===== config.mk =====
export PLATFORM = sky130hd
export DESIGN_NAME = clock_set_ctrl
export DESIGN_NICKNAME = d
export VERILOG_FILES = /design/src/rtl/clock_set_ctrl.sv
export SDC_FILE = /design/constraint.sdc
export NUM_CORES = 1
export LEC_CHECK = 0
export CELL_PAD_IN_SITES_DETAIL_PLACEMENT = 1
export CELL_PAD_IN_SITES_GLOBAL_PLACEMENT = 1
export CORE_AREA = 4 4 43 45
export DETAILED_ROUTE_END_ITERATION = 8
export DIE_AREA = 0 0 47 49
export PLACE_DENSITY = 0.68
export SETUP_SLACK_MARGIN = 0.5
export SYNTH_ARGS = -nofsm -noshare
export SYNTH_HDL_FRONTEND = slang
export SYNTH_SLANG_ARGS = --single-unit

===== constraint.sdc =====
create_clock -name CLK -period 2.9 [get_ports CLK]
set_input_delay 0.58 -clock CLK [delete_from_list [all_inputs] [get_ports CLK]]
set_output_delay 0.58 -clock CLK [all_outputs]
set_load 0.05 [all_outputs]

===== src/rtl/clock_set_ctrl.sv =====
// Clock-set sequencer: drives EN/INC/CLR of the sec/min/hour counters from SEC_TICK, MODE and UP.
// Optional UP auto-repeat in SET_H/SET_M is enabled by defining CLOCK_SET_AUTOREPEAT_EN.
`timescale 1ns/1ps

module clock_set_ctrl #(
    parameter int RPT_DELAY  = 50_000_000,
    parameter int RPT_PERIOD = 10_000_000,
    parameter int RPT_W      = 26
) (
    input  logic       CLK,
    input  logic       RST,
    input  logic       SEC_TICK,
    input  logic       MODE,
    input  logic       UP,
    input  logic       SEC_CA,
    input  logic       MIN_CA,
    output logic       SEC_EN,
    output logic       SEC_INC,
    output logic       SEC_CLR,
    output logic       MIN_EN,
    output logic       MIN_INC,
    output logic       HOUR_EN,
    output logic       HOUR_INC,
    output logic [1:0] FIELD
);

    typedef enum logic [1:0] {
        S_RUN   = 2'd0,
        S_SET_H = 2'd1,
        S_SET_M = 2'd2,
        S_SET_S = 2'd3
    } state_t;

    // The repeat timer must be able to reach both reload values.
    if (((longint'(RPT_DELAY) >> RPT_W) != 0) || ((longint'(RPT_PERIOD) >> RPT_W) != 0)) begin : g_bad_cfg
        $error("clock_set_ctrl: RPT_W too narrow for RPT_DELAY/RPT_PERIOD");
    end

    state_t state_q, state_d;
    logic   en_q, en_d;
    logic   mode_prev_q, mode_prev_d;
    logic   up_prev_q, up_prev_d;
    logic   sec_inc_q, sec_inc_d;
    logic   sec_clr_q, sec_clr_d;
    logic   min_inc_q, min_inc_d;
    logic   hour_inc_q, hour_inc_d;
    logic   mode_edge, up_edge;
    logic   rpt_step;

    // en_q is low for the first cycle after reset, which masks a level held through reset.
    assign mode_edge = en_q & MODE & ~mode_prev_q;
    assign up_edge   = en_q & UP & ~up_prev_q;

`ifdef CLOCK_SET_AUTOREPEAT_EN
    localparam logic [RPT_W-1:0] DLY_LIM = RPT_W'(RPT_DELAY);
    localparam logic [RPT_W-1:0] PER_LIM = RPT_W'(RPT_PERIOD);

    logic             rpt_act_q, rpt_act_d;
    logic             rpt_per_q, rpt_per_d;
    logic [RPT_W-1:0] rpt_cnt_q, rpt_cnt_d;
    logic [RPT_W-1:0] rpt_cnt_nxt;
    logic             rpt_mode;

    assign rpt_mode = (state_q == S_SET_H) || (state_q == S_SET_M);

    always_comb begin
        rpt_act_d   = rpt_act_q;
        rpt_per_d   = rpt_per_q;
        rpt_cnt_d   = rpt_cnt_q;
        rpt_step    = 1'b0;
        rpt_cnt_nxt = rpt_cnt_q + 1'b1;
        if (!UP || mode_edge || !rpt_mode) begin
            rpt_act_d = 1'b0;
            rpt_per_d = 1'b0;
            rpt_cnt_d = '0;
        end else if (up_edge) begin
            rpt_act_d = 1'b1;
            rpt_per_d = 1'b0;
            rpt_cnt_d = '0;
        end else if (rpt_act_q) begin
            if (rpt_cnt_nxt == (rpt_per_q ? PER_LIM : DLY_LIM)) begin
                rpt_step  = 1'b1;
                rpt_per_d = 1'b1;
                rpt_cnt_d = '0;
            end else begin
                rpt_cnt_d = rpt_cnt_nxt;
            end
        end
    end

    always_ff @(posedge CLK or negedge RST) begin
        if (!RST) begin
            rpt_act_q <= 1'b0;
            rpt_per_q <= 1'b0;
            rpt_cnt_q <= '0;
        end else begin
            rpt_act_q <= rpt_act_d;
            rpt_per_q <= rpt_per_d;
            rpt_cnt_q <= rpt_cnt_d;
        end
    end
`else
    assign rpt_step = 1'b0;
`endif

    always_comb begin
        state_d     = state_q;
        en_d        = 1'b1;
        mode_prev_d = MODE;
        up_prev_d   = UP;
        sec_inc_d   = 1'b0;
        sec_clr_d   = 1'b0;
        min_inc_d   = 1'b0;
        hour_inc_d  = 1'b0;
        if (mode_edge) begin
            // A same-cycle UP edge is dropped; the new state applies from the next cycle.
            case (state_q)
                S_RUN:   state_d = S_SET_H;
                S_SET_H: state_d = S_SET_M;
                S_SET_M: state_d = S_SET_S;
                default: state_d = S_RUN;
            endcase
        end else begin
            case (state_q)
                S_RUN: begin
                    sec_inc_d  = SEC_TICK;
                    min_inc_d  = SEC_TICK & SEC_CA;
                    hour_inc_d = SEC_TICK & SEC_CA & MIN_CA;
                end
                S_SET_H: hour_inc_d = up_edge | rpt_step;
                S_SET_M: min_inc_d  = up_edge | rpt_step;
                default: sec_clr_d  = up_edge;
            endcase
        end
    end

    always_ff @(posedge CLK or negedge RST) begin
        if (!RST) begin
            state_q     <= S_RUN;
            en_q        <= 1'b0;
            mode_prev_q <= 1'b0;
            up_prev_q   <= 1'b0;
            sec_inc_q   <= 1'b0;
            sec_clr_q   <= 1'b0;
            min_inc_q   <= 1'b0;
            hour_inc_q  <= 1'b0;
        end else begin
            state_q     <= state_d;
            en_q        <= en_d;
            mode_prev_q <= mode_prev_d;
            up_prev_q   <= up_prev_d;
            sec_inc_q   <= sec_inc_d;
            sec_clr_q   <= sec_clr_d;
            min_inc_q   <= min_inc_d;
            hour_inc_q  <= hour_inc_d;
        end
    end

    assign SEC_EN   = en_q;
    assign MIN_EN   = en_q;
    assign HOUR_EN  = en_q;
    assign SEC_INC  = sec_inc_q;
    assign SEC_CLR  = sec_clr_q;
    assign MIN_INC  = min_inc_q;
    assign HOUR_INC = hour_inc_q;
    assign FIELD    = state_q;

endmodule


==> impl_metrics.sql <==
INSERT INTO impl_metrics (metric_group, metric, value, unit) VALUES
('drt', 'routed_wirelength', '873', 'µm'),
('logic_synthesis', 'synth_top_cells_by_area', 'sky130_fd_sc_hd__dfrtp_1, sky130_fd_sc_hd__ha_1, sky130_fd_sc_hd__nand4b_1, sky130_fd_sc_hd__buf_4, sky130_fd_sc_hd__mux2_4', ''),
('finish', 'multi_input_comb_area', '150', 'µm²'),
('timing', 'setup_repair_after_global_routing_missed_its_margin', 'no', ''),
('setup_path', 'crit_slowest_cell', 'sky130_fd_sc_hd__clkdlybuf4s50_1', ''),
('setup_path', 'number_of_buffers_and_inverters_on_the_critical_path', '1', ''),
('worst_hold_path', 'hold_endpoint', 'SEC_CLR$_DFF_PN0_', ''),
('die', 'dieHeight', '49', 'µm'),
('setup_path', 'path_cells', 'clkdlybuf4s50_1', ''),
('worst_hold_path', 'timing.hold.worst_path_depth', '2', ''),
('placement', 'portBuffers', '15', ''),
('setup_path', 'critPathMaxStageDelay', '0.84', 'ns'),
('global_routing', 'first_global_vias', '314', ''),
('power_and_ir_drop', 'report.power.total', '514', 'µW'),
('drt', 'drt-vias-per-instance', '4.42', ''),
('logic_synthesis', 'postSynthNetCount', '44', ''),
('logic_synthesis', 'syn-cell-area', '409', 'µm²'),
('clock_tree', 'clock-root-buffer', 'sky130_fd_sc_hd__clkbuf_4', ''),
('setup_path', 'timing.critical_path.arrival', '1.53', 'ns'),
('setup_path', 'cp_top_delay_family', 'buffers and inverters', ''),
('logic_synthesis', 'synthDominantCellAreaShare', '55.0', '%'),
('timing', 'post-route-period-util', '72.9', '%'),
('worst_hold_path', 'min_from', 'up_prev_q$_DFF_PN0_', ''),
('global_routing', 'grt_util_all_layers', '9.34', '%'),
('timing', 'tmin_final', '2.11', 'ns'),
('logic_synthesis', 'syn_inst', '33', ''),
('clock_tree', 'tritoncts', 'done', ''),
('setup_path', 'required', '2.32', 'ns'),
('power_and_ir_drop', 'leakage', '0.000264', 'µW'),
('logic_synthesis', 'synth-edff-count', '0', ''),
('finish', 'regArea', '225', 'µm²'),
('global_routing', 'grt_remaining_overflow', '0', ''),
('setup_path', 'worst-r2r-setup-slack', '1.71', 'ns'),
('timing', 'setup_violations', '0', ''),
('finish', 'area.growth.synth_to_final', '41.6', '%'),
('power_and_ir_drop', 'max_ir_drop_vdd', '439', 'µV'),
('logic_synthesis', 'synth_largest_area_cell', 'sky130_fd_sc_hd__dfrtp_1', ''),
('logic_synthesis', 'synth_top_flop_cell', 'sky130_fd_sc_hd__dfrtp_1', ''),
('logic_synthesis', 'synth.distinct_cells', '15', ''),
('die', 'boundaryPins', '16', ''),
('finish', 'fill_cells', '168', ''),
('worst_hold_path', 'hold_class', 'flip-flop to flip-flop', ''),
('power_and_ir_drop', 'pwr-share-seq', '33.9', '%'),
('global_routing', 'grt_start_max_net_pins', '10', ''),
('placement', 'dpl.hpwl', '666', 'µm'),
('drt', 'post_drt_wl_per_cell', '13.4', 'µm'),
('die', 'horiz_die_dim', '47', 'µm'),
('timing', 'finalHoldViolCount', '0', ''),
('drt', 'detail-route-antenna-nets', '0', ''),
('power_and_ir_drop', 'clock_network_fraction_of_design_power', '19.6', '%'),
('power_and_ir_drop', 'p_per_area', '887', 'mW/mm²'),
('global_routing', 'number_of_antenna_violations_at_the_first_check_in_global_routing', '0', ''),
('timing', 'max_freq', '0.473', 'GHz'),
('setup_path', 'crit_path_kind', 'flip-flop to output port', ''),
('drt', 'detailedRoute.firstPassIterationCount', '1', ''),
('placement', 'place.gp.congestion', '0.731', ''),
('status', 'result_of_the_run', 'complete, no violations', ''),
('finish', 'antenna-diode-count', '0', ''),
('logic_synthesis', 'synthesis.area_per_instance', '12.4', 'µm²'),
('setup_path', 'r2r_end', 'FIELD[1]$_DFFE_PN0P_', ''),
('clock_tree', 'htree_num_levels', '1', ''),
('die', 'fp-row-count', '14', ''),
('clock_tree', 'clock_latency_at_the_later_pin_of_the_worst_skew_pair', '0.26', 'ns'),
('setup_path', 'crit-reg2reg-launch', 'HOUR_EN$_DFF_PN0_', ''),
('power_and_ir_drop', 'combPwrFrac', '46.5', '%'),
('clock_tree', 'cts-buffers-inserted', '3', ''),
('clock_tree', 'holdBufCountCts', '0', ''),
('drt', 'drc', '0', ''),
('logic_synthesis', 'synthTopCellsByCount', 'sky130_fd_sc_hd__dfrtp_1, sky130_fd_sc_hd__ha_1, sky130_fd_sc_hd__nand4b_1, sky130_fd_sc_hd__nor2_1', ''),
('finish', 'final_core_util', '39.4', '%'),
('logic_synthesis', 'synth.ff_latch_count', '9', '');
metal layers:
metal / track usage (%) / wire length, µm / up-vias / share of wire, %
met5: 0 / 0 / - / 0
met4: 2.76 / 0 / 0 / 0
met3: 7.38 / 110 / 0 / 13
met2: 11.5 / 365 / 16 / 42
met1: 12.3 / 397 / 133 / 45
li1: - / - / 138 / -
how the worst max path moves through the flow:
stage	from	end	depth (start not counted)
after floorplan	HOUR_EN$_DFF_PN0_	MIN_EN	1
after global placement	HOUR_EN$_DFF_PN0_	SEC_EN	1
after detailed placement	HOUR_EN$_DFF_PN0_	HOUR_EN	1
after CTS	HOUR_EN$_DFF_PN0_	HOUR_EN	1
after global routing	FIELD[1]$_DFFE_PN0P_	FIELD[1]	1
final	FIELD[1]$_DFFE_PN0P_	FIELD[1]	1
registers in the layout, summed over array words and instances (netlist names):
register,flops
up_prev_q,1
FIELD,2
HOUR_INC,1
MIN_INC,1
SEC_CLR,1
mode_prev_q,1
SEC_INC,1
HOUR_EN,1
cell usage in the layout (no fill, tap or decap), types with 2 or more instances in the layout:
| cell type | Yosys | routed |
|---|---|---|
| sky130_fd_sc_hd__clkdlybuf4s50_1 | 0 | 15 |
| sky130_fd_sc_hd__dfrtp_1 | 9 | 9 |
| sky130_fd_sc_hd__ha_1 | 4 | 4 |
| sky130_fd_sc_hd__nand4b_1 | 3 | 3 |
| sky130_fd_sc_hd__nor2_1 | 3 | 3 |
| sky130_fd_sc_hd__clkbuf_4 | 0 | 3 |
| sky130_fd_sc_hd__inv_1 | 2 | 2 |
| sky130_fd_sc_hd__a21oi_1 | 2 | 2 |
power by group through the flow:
stage | clock, µW | combinational (µW) | sequential (µW)
2_1_floorplan | 0 | 75.7 | 257
6_report | 101 | 239 | 174
3_3_place_gp | 0 | 237 | 176
3_5_place_dp | 0 | 241 | 177
5_1_grt | 116 | 258 | 179
4_1_cts | 107 | 242 | 175
stage by stage:
step                      worst slack (ns)  cell area, µm²  std cells  hold WS [ns]
after global routing                 0.721             579         65         0.585
final                                0.786             579         65         0.537
after CTS                            0.763             579         65         0.546
after detailed placement              1.07             553         61         0.532
after global placement                1.07             553         61         0.517
after floorplan                       1.35             409         33         0.284
layout make-up:
cell class,instances,area share (%)
Sequential cell,9,38.9
Multi-Input combinational cell,19,25.9
Timing Repair Buffer,15,25.9
Clock buffer,4,4.54
Tap cell,16,3.46
Inverter,2,1.30
logic make-up (layout without fill, tap and decap cells):
logic type / count (synthesis) / after routing / synth area share [%]
buffers and inverters: 5 / 21 / 8.26
AOI/OAI and AO/OA: 2 / 2 / 2.45
adders and majority gates: 4 / 4 / 12.2
and+or+nand+nor: 10 / 10 / 15.0
DFF: 9 / 9 / 55.0
muxes: 2 / 2 / 6.12
other: 1 / 1 / 0.917
Power figures use the tool's default switching activity.
